--- src/rtl/ucsbece154a_multicycle_controller.sv ---
// Sequencing FSM for the multicycle RV32I-subset datapath with a shared, ready-handshaked memory.
// Drives every datapath select and enable; ALU and immediate decode come from the IR fields.
module ucsbece154a_multicycle_controller (
    input  logic       clk,
    input  logic       reset,
    input  logic [6:0] op_i,
    input  logic [2:0] funct3_i,
    input  logic       funct7b5_i,
    input  logic       Zero_i,
    input  logic       MemReady_i,
    output logic       PCWrite_o,
    output logic       AdrSrc_o,
    output logic       MemWrite_o,
    output logic       IRWrite_o,
    output logic [1:0] ResultSrc_o,
    output logic [1:0] ALUSrcA_o,
    output logic [1:0] ALUSrcB_o,
    output logic [2:0] ImmSrc_o,
    output logic [2:0] ALUControl_o,
    output logic       RegWrite_o,
    output logic       Error_o
);

    localparam logic [6:0] OP_LW   = 7'b0000011;
    localparam logic [6:0] OP_SW   = 7'b0100011;
    localparam logic [6:0] OP_R    = 7'b0110011;
    localparam logic [6:0] OP_I    = 7'b0010011;
    localparam logic [6:0] OP_BEQ  = 7'b1100011;
    localparam logic [6:0] OP_JAL  = 7'b1101111;
    localparam logic [6:0] OP_LUI  = 7'b0110111;

    localparam logic [2:0] ALU_ADD = 3'b000;
    localparam logic [2:0] ALU_SUB = 3'b001;
    localparam logic [2:0] ALU_AND = 3'b010;
    localparam logic [2:0] ALU_OR  = 3'b011;
    localparam logic [2:0] ALU_SLT = 3'b101;

    typedef enum logic [3:0] {
        S_FETCH, S_DECODE, S_MEMADR, S_MEMREAD, S_MEMWB, S_MEMWRITE,
        S_EXECUTER, S_EXECUTEI, S_ALUWB, S_BEQ, S_JAL, S_LUI, S_ERROR
    } state_t;

    typedef enum logic [1:0] {ALUOP_ADD, ALUOP_SUB, ALUOP_FUNCT} alu_op_t;

    state_t  state, state_n;
    alu_op_t alu_op;

    always_ff @(posedge clk or posedge reset) begin
        if (reset) state <= S_FETCH;
        else       state <= state_n;
    end

    always_comb begin
        state_n = state;
        unique case (state)
            S_FETCH:    if (MemReady_i) state_n = S_DECODE;
            S_DECODE: begin
                case (op_i)
                    OP_LW, OP_SW: state_n = S_MEMADR;
                    OP_R:         state_n = S_EXECUTER;
                    OP_I:         state_n = S_EXECUTEI;
                    OP_BEQ:       state_n = S_BEQ;
                    OP_JAL:       state_n = S_JAL;
                    OP_LUI:       state_n = S_LUI;
                    default:      state_n = S_ERROR;
                endcase
            end
            S_MEMADR:   state_n = (op_i == OP_SW) ? S_MEMWRITE : S_MEMREAD;
            S_MEMREAD:  if (MemReady_i) state_n = S_MEMWB;
            S_MEMWB:    state_n = S_FETCH;
            S_MEMWRITE: if (MemReady_i) state_n = S_FETCH;
            S_EXECUTER: state_n = S_ALUWB;
            S_EXECUTEI: state_n = S_ALUWB;
            S_ALUWB:    state_n = S_FETCH;
            S_BEQ:      state_n = S_FETCH;
            S_JAL:      state_n = S_ALUWB;
            S_LUI:      state_n = S_FETCH;
            S_ERROR:    state_n = S_ERROR;
            default:    state_n = S_ERROR;
        endcase
    end

    // Moore outputs; enables are forced low while reset is held.
    always_comb begin
        PCWrite_o   = 1'b0;
        AdrSrc_o    = 1'b0;
        MemWrite_o  = 1'b0;
        IRWrite_o   = 1'b0;
        ResultSrc_o = 2'b00;
        ALUSrcA_o   = 2'b00;
        ALUSrcB_o   = 2'b00;
        RegWrite_o  = 1'b0;
        Error_o     = 1'b0;
        alu_op      = ALUOP_ADD;
        unique case (state)
            S_FETCH: begin
                ALUSrcB_o   = 2'b10;
                ResultSrc_o = 2'b10;
                IRWrite_o   = MemReady_i;
                PCWrite_o   = MemReady_i;
            end
            S_DECODE: begin
                ALUSrcA_o = 2'b01;
                ALUSrcB_o = 2'b01;
            end
            S_MEMADR: begin
                ALUSrcA_o = 2'b10;
                ALUSrcB_o = 2'b01;
            end
            S_MEMREAD:  AdrSrc_o = 1'b1;
            S_MEMWB: begin
                ResultSrc_o = 2'b01;
                RegWrite_o  = 1'b1;
            end
            S_MEMWRITE: begin
                AdrSrc_o   = 1'b1;
                MemWrite_o = 1'b1;
            end
            S_EXECUTER: begin
                ALUSrcA_o = 2'b10;
                alu_op    = ALUOP_FUNCT;
            end
            S_EXECUTEI: begin
                ALUSrcA_o = 2'b10;
                ALUSrcB_o = 2'b01;
                alu_op    = ALUOP_FUNCT;
            end
            S_ALUWB:    RegWrite_o = 1'b1;
            S_BEQ: begin
                ALUSrcA_o = 2'b10;
                alu_op    = ALUOP_SUB;
                PCWrite_o = Zero_i;
            end
            S_JAL: begin
                ALUSrcA_o = 2'b01;
                ALUSrcB_o = 2'b10;
                PCWrite_o = 1'b1;
            end
            S_LUI: begin
                ResultSrc_o = 2'b11;
                RegWrite_o  = 1'b1;
            end
            S_ERROR:    Error_o = 1'b1;
            default:    Error_o = 1'b1;
        endcase
        if (reset) begin
            PCWrite_o  = 1'b0;
            MemWrite_o = 1'b0;
            IRWrite_o  = 1'b0;
            RegWrite_o = 1'b0;
            Error_o    = 1'b0;
        end
    end

    // Only R-type (op[5]=1) with funct7b5 subtracts; addi ignores instr[30].
    always_comb begin
        ALUControl_o = ALU_ADD;
        case (alu_op)
            ALUOP_ADD: ALUControl_o = ALU_ADD;
            ALUOP_SUB: ALUControl_o = ALU_SUB;
            ALUOP_FUNCT: begin
                case (funct3_i)
                    3'b000:  ALUControl_o = (funct7b5_i & op_i[5]) ? ALU_SUB : ALU_ADD;
                    3'b010:  ALUControl_o = ALU_SLT;
                    3'b110:  ALUControl_o = ALU_OR;
                    3'b111:  ALUControl_o = ALU_AND;
                    default: ALUControl_o = 3'bxxx;
                endcase
            end
            default:   ALUControl_o = 3'bxxx;
        endcase
    end

    always_comb begin
        case (op_i)
            OP_LW, OP_I: ImmSrc_o = 3'b000;
            OP_SW:       ImmSrc_o = 3'b001;
            OP_BEQ:      ImmSrc_o = 3'b010;
            OP_JAL:      ImmSrc_o = 3'b011;
            OP_LUI:      ImmSrc_o = 3'b100;
            default:     ImmSrc_o = 3'bxxx;
        endcase
    end

endmodule

--- config.mk ---
export PLATFORM = sky130hd
export DESIGN_NAME = ucsbece154a_multicycle_controller
export DESIGN_NICKNAME = d
export VERILOG_FILES = /design/src/rtl/ucsbece154a_multicycle_controller.sv
export SDC_FILE = /design/constraint.sdc
export NUM_CORES = 1
export LEC_CHECK = 0
export ABC_CLOCK_PERIOD_IN_PS = 1250
export BUFFER_PORTS_ARGS = -buffer_cell sky130_fd_sc_hd__buf_4
export CORE_MARGIN = 2
export CORE_UTILIZATION = 41
export CTS_BUF_LIST = sky130_fd_sc_hd__clkbuf_4 sky130_fd_sc_hd__clkbuf_8 sky130_fd_sc_hd__clkbuf_16
export CTS_CLUSTER_DIAMETER = 40
export CTS_CLUSTER_SIZE = 30
export DETAILED_ROUTE_END_ITERATION = 12
export PLACE_DENSITY = 0.76
export SYNTH_ARGS = -nofsm -noshare
export SYNTH_HDL_FRONTEND = slang
export SYNTH_SLANG_ARGS = --single-unit
--- constraint.sdc ---
create_clock -name clk -period 1.25 [get_ports clk]
set_input_delay 0 -clock clk [delete_from_list [all_inputs] [get_ports clk]]
set_output_delay 0 -clock clk [all_outputs]
set_load 0.005 [all_outputs]
==> Flow_metrics.wiki, run 1 <==
{| class="wikitable"
! Metric !! Value
|-
| Die Height || 45.2 um
|-
| DP HPWL || 1720 um
|-
| Failing step || global routing
|-
| Number of antenna violations at the first check in global routing || 0
|-
| Number of levels in the clock H-tree || 1
|-
| Top post-synthesis cells by area || dfrtp_1 (14%), nor2_1 (8.1%), nand2_1 (6.5%), a21oi_1 (5.8%), nand2b_1 (4.5%)
|-
| Type of the worst endpoint after the last repair || top-level output
|-
| Starting density of the core || 0.450
|-
| Largest family of logic cells by synthesized area || simple AND/OR/NAND/NOR gates
|-
| CTS root buffer || clkbuf_4
|-
| Netlist Area Pre-Place || 694 um^2
|-
| Multiplexer share of the synthesized area || 0.0288
|-
| Synthesized netlist cell count || 107
|-
| Post-synthesis share of cell area spent on full adders, half adders and majority gates || 0.0360
|-
| Number of cells after detailed placement || 164
|-
| Placed Area || 0.00107 mm^2
|-
| Register bit total from synthesis || 4
|-
| Synth Net Count || 124
|-
| Port Buffers || 32
|-
| XOR/XNOR share of the synthesized area || 0.0378
|-
| First logged error message || [ERROR DPL-0033] detailed placement checks failed during check placement.
|-
| TritonCTS Sinks || 4
|-
| Cell type with the largest total area after synthesis || dfrtp_1
|-
| Worst_ep grt || ALUControl_o[2]
|-
| Avg Synthesized Cell Area || 6.49 um^2
|-
| Row count || 14
|-
| Final weighted congestion of routability-driven global placement || 0.848
|-
| DIE WIDTH || 45.2 um
|-
| Result of the run || stopped before the end
|-
| Basic-gate share of the synthesized area counting and, or, nand and nor cells || 0.427
|-
| Fraction of post-synthesis cell area in the top cell type by area || 0.144
|-
| Sequential cell area fraction in the yosys report || 0.144
|-
| Count of yosys warnings during synthesis || 0
|-
| TritonCTS buffer count || 3
|-
| Compound-Gate Fraction of Synth Area || 0.256
|-
| Pin count of the biggest net entering global routing || 16
|-
| I/O Pins || 33
|-
| Count of different cell masters after synthesis || 42
|-
| Max clock buf depth || 2
|}
==> kinds of logic after synthesis <==
logic type,count (synthesis)
muxes,2
AOI/OAI and AO/OA,27
adders and majority gates,2
xor gates and xnor gates,3
and+or+nand+nor,57
buffers and inverters,12
DFF,4
==> repair_timing <==
item                                   4_1_cts
resized for setup                           41
pin swaps                                   11
setup buffers                               12
setup endpoints to repair                   16
hold buffers                                 1
endpoints found under the hold margin        4
==> through the flow <==
stage          setup slack (ps)  TNS, ps
2_1_floorplan             -48.2    -85.2
3_3_place_gp              -58.7     -158
3_5_place_dp              -92.6     -368
4_1_cts                    -311    -3030
==> cells in the mapped netlist, drive strengths merged <==
library cell / instances
a211oi: 1
a21boi: 2
a21o: 1
a21oi: 8
a22oi: 1
a32o: 1
and4: 1
buf: 4
clkbuf: 2
dfrtp: 4
ha: 2
inv: 6
mux2i: 2
nand2: 12
nand2b: 6
nand3: 6
nand3b: 1
nand4bb: 1
nor2: 16
nor2b: 1
nor3: 6
nor3b: 1
nor4b: 1
nor4bb: 1
o21a: 2
o21ai: 3
o21bai: 1
o221ai: 1
o22a: 1
o22ai: 3
o31ai: 1
o32ai: 1
or2: 2
or3: 1
or4b: 1
xnor2: 2
xor2: 1
==> run 2, diff against run 1 <==
ABC_CLOCK_PERIOD_IN_PS = 1600   (was 1250)
CORE_AREA = 2 2 63 65   (was unset)
CORE_MARGIN = unset   (was 2)
CORE_UTILIZATION = unset   (was 41)
CTS_BUF_LIST = unset   (was sky130_fd_sc_hd__clkbuf_4 sky130_fd_sc_hd__clkbuf_8 sky130_fd_sc_hd__clkbuf_16)
CTS_CLUSTER_DIAMETER = unset   (was 40)
CTS_CLUSTER_SIZE = unset   (was 30)
DIE_AREA = 0 0 65 67   (was unset)
PLACE_DENSITY = unset   (was 0.76)
PLACE_DENSITY_LB_ADDON = 0.15   (was unset)
clock period = 1.6 ns   (was 1.25 ns; I/O delays follow)
==> Flow_metrics.wiki, run 2 <==
{| class="wikitable"
! Metric !! Value
|-
| Top post-synthesis cells by area || dfrtp_1 (14%), nor2_1 (8.1%), nand2_1 (6.5%), a21oi_1 (5.8%), nand2b_1 (4.5%)
|-
| Synthesized netlist cell count || 107 (unchanged)
|-
| TritonCTS Sinks || 4 (unchanged)
|-
| Register ranked first by flip-flop count || state
|-
| Total routed wirelength || 2350 um
|-
| Wire length of the first global-routing pass || 4060 um
|-
| Cell type with the largest total area after synthesis || dfrtp_1
|-
| First-pass iteration count of the detailed router || 4
|-
| EDFF count, synth || 0 (unchanged)
|-
| TritonCTS buffer count || 3 (unchanged)
|-
| Power density normalized to cell area || 1300 mW/mm^2
|-
| Count of different cell masters after synthesis || 42 (unchanged)
|-
| Total global-route track usage || 0.121
|-
| Endpoint of the worst hold-timing path || state[0]
|-
| Number of antenna violations at the first check in global routing || 0
|-
| Antenna violation net count after detailed routing || 0
|-
| Commonest cells in the netlist || nor2_1 (15), nand2_1 (12), a21oi_1 (8)
|-
| Combined flip-flop and latch cell area || 101 um^2
|-
| Clock insertion delay at the later pin of the skew report || 220 ps
|-
| Pin count of the biggest net entering global routing || 17
|-
| Number of max-slew violations in the final report || 0
|-
| Fraction of the core area covered by cells at the end of the flow || 0.335
|-
| Slew Limit Headroom || 0.782
|-
| Data arrival at the endpoint of the critical path || 1530 ps
|-
| Count of inserted antenna diode cells || 0
|-
| Number of global-route vias before repair || 885
|-
| Initial detailed-routing violation count || 20
|-
| Final worst-path cycle share || 0.955
|-
| CTS root buffer || clkbuf_8
|-
| Most common cell after layout, fill and taps aside || buf_4
|-
| Floorplan die area || 0.00436 mm^2
|-
| Final-report hold violation count || 0
|-
| Max clock buf depth || 2 (unchanged)
|-
| Total congestion overflow after global routing || 0
|-
| Number of levels in the clock H-tree || 1 (unchanged)
|-
| Clock slew seen by the registers of the worst setup and hold paths || 30 ps
|-
| DP HPWL || 1760 um (+1.8%)
|-
| Final TNS setup || 0 ps
|-
| Ratio of cells with drive above 1 in the final layout || 0.423
|-
| Start point of the worst hold path || op_i[3]
|-
| Max frequency || 655 MHz
|-
| Startpoint type of the worst setup path || flop
|-
| Port Buffers || 32 (unchanged)
|-
| Type of the tightest min-delay check || in2reg
|-
| Final-layout fill cell count || 396
|-
| Commonest cells after routing, fill and taps aside || buf_4 (41), nor2_1 (14), nand2_1 (10), a21oi_1 (8), nand3_1 (6)
|-
| Number of flip-flops under the largest register name || 4
|-
| Sequential cell area fraction in the yosys report || 0.144 (unchanged)
|-
| Setup repair after global routing missed its margin || true
|-
| Internal reg-to-reg setup slack || 210 ps
|-
| Row count || 22 (+8)
|-
| Average wire per standard cell || 11.9 um
|-
| Netlist Area Pre-Place || 694 um^2 (unchanged)
|-
| Post-synthesis async set-or-reset flop share || 1.00 (unchanged)
|-
| Required arrival time at the worst endpoint || 1600 ps
|-
| Registers with the most flip-flops || state: 4 flops
|-
| Result of the run || finished, final reports clean
|-
| Worst reg2reg path startpoint || state[2]
|-
| Placeable core region || 0.00361 mm^2
|-
| Cell with the most instances after synthesis || nor2_1
|-
| Worst Reg2Reg Path Length in Cells || 5
|-
| Max Cap Viol || 0
|-
| Actual transition at the worst max-transition pin || 324 ps
|-
| # nets final || 168
|-
| DIE WIDTH || 65 um (+44%)
|-
| Synth Net Count || 124 (unchanged)
|-
| Layout Skew || 0.754 ps
|-
| Die Height || 67 um (+48%)
|-
| Classification of the worst setup path || reg2out
|-
| Final setup violation count || 0
|-
| Starting density of the core || 0.193 (-0.258)
|-
| Total chip power || 1.57 mW
|-
| VDD IR-drop max || 393 uV
|-
| DR vias || 911
|-
| Post-detailed-route via-to-cell ratio || 4.62
|-
| Highest net fanout along the worst path || 3
|-
| Final weighted congestion of routability-driven global placement || 0.751 (-11%)
|-
| Worst reg2reg path endpoint || state[2]
|-
| Top_reg_cell synth || dfrtp_1
|-
| Footprint of the multi-input gates || 628 um^2
|-
| Fraction of post-synthesis cell area in the top cell type by area || 0.144 (unchanged)
|-
| Minimum clock period || 1530 ps
|-
| Count of yosys warnings during synthesis || 0 (unchanged)
|-
| CTS tree || yes
|-
| Kind of end point of the critical path || output port
|-
| Number of remaining DRC errors || 0
|-
| Number of cells traversed by the worst hold path || 3
|-
| Leakage || 0.519 nW
|-
| Avg Synthesized Cell Area || 6.49 um^2 (unchanged)
|-
| I/O Pins || 33 (unchanged)
|-
| Area added between synthesis and finish || 74.1%
|-
| Register bit total from synthesis || 4 (unchanged)
|}
[run 2: routing by layer]
metal	GRT usage	vias to the layer above	wire length, um
met5	0	-	0
met4	0.0239	0	7
met3	0.0389	2	107
met2	0.200	18	1170
met1	0.153	421	1060
li1	-	470	-
[run 2: critical path, stage by stage, from the launching register on]
cell,delay (ps)
dfrtp_1,390
nand2b_4,160
nor2_4,100
nand2_2,90
inv_2,90
ha_4,200
nor3b_2,140
buf_4,120
[run 2: area by class of cell]
class | instances | share of cell area
clock buffer | 3 | 0.0342
tap | 48 | 0.0497
sequential | 4 | 0.0839
multi-input combinational | 91 | 0.520
timing repair buffer | 45 | 0.294
inverter | 6 | 0.0186
[run 2: power breakdown]
| group | internal [mW] | switching (mW) |
|---|---|---|
| registers | 0.144 | 0.0510 |
| clock network | 0.160 | 0.0519 |
| logic | 0.597 | 0.566 |
[run 2: repair_timing]
item,4_1_cts,5_1_grt
endpoints found under the setup margin,3,5
hold buffers,1,0
setup buffers,1,4
endpoints found under the hold margin,4,0
resized for setup,6,17
pin swaps,2,1
[run 2: per-stage QoR]
step | std cells | area (um^2) | worst slack [ps] | hold WS (ps)
finish | 197 | 1210 | 72.6 | 131
global route | 197 | 1210 | -32.3 | 165
CTS | 193 | 1100 | -11.2 | 133
detailed placement | 188 | 1020 | 128 | -52.4
global placement | 188 | 1020 | 173 | -45.8
floorplan | 107 | 694 | 198 | -229
[run 2: worst max path at each step]
| stage | from | depth (start not counted) | to | slack (ps) |
|---|---|---|---|---|
| 2_1_floorplan | state[1] | 5 | ALUControl_o[1] | 200 |
| 3_3_place_gp | state[1] | 7 | ALUControl_o[1] | 170 |
| 3_5_place_dp | state[1] | 7 | ALUControl_o[1] | 130 |
| 4_1_cts | state[1] | 7 | ALUControl_o[1] | -10 |
| 5_1_grt | state[1] | 7 | ALUControl_o[1] | -30 |
| 6_report | state[1] | 7 | ALUControl_o[1] | 70 |
[run 2: kinds of logic (layout without fill, tap and decap cells)]
group	count (synthesis)	count (layout)	share of synthesized area
buf+inv	12	54	0.0703
flops	4	4	0.144
simple gates	57	57	0.427
compound gates	27	27	0.256
xor+xnor	3	3	0.0378
mux	2	2	0.0288
fa+ha+maj	2	2	0.0360
Note: power is estimated with default switching activity, not from simulation.
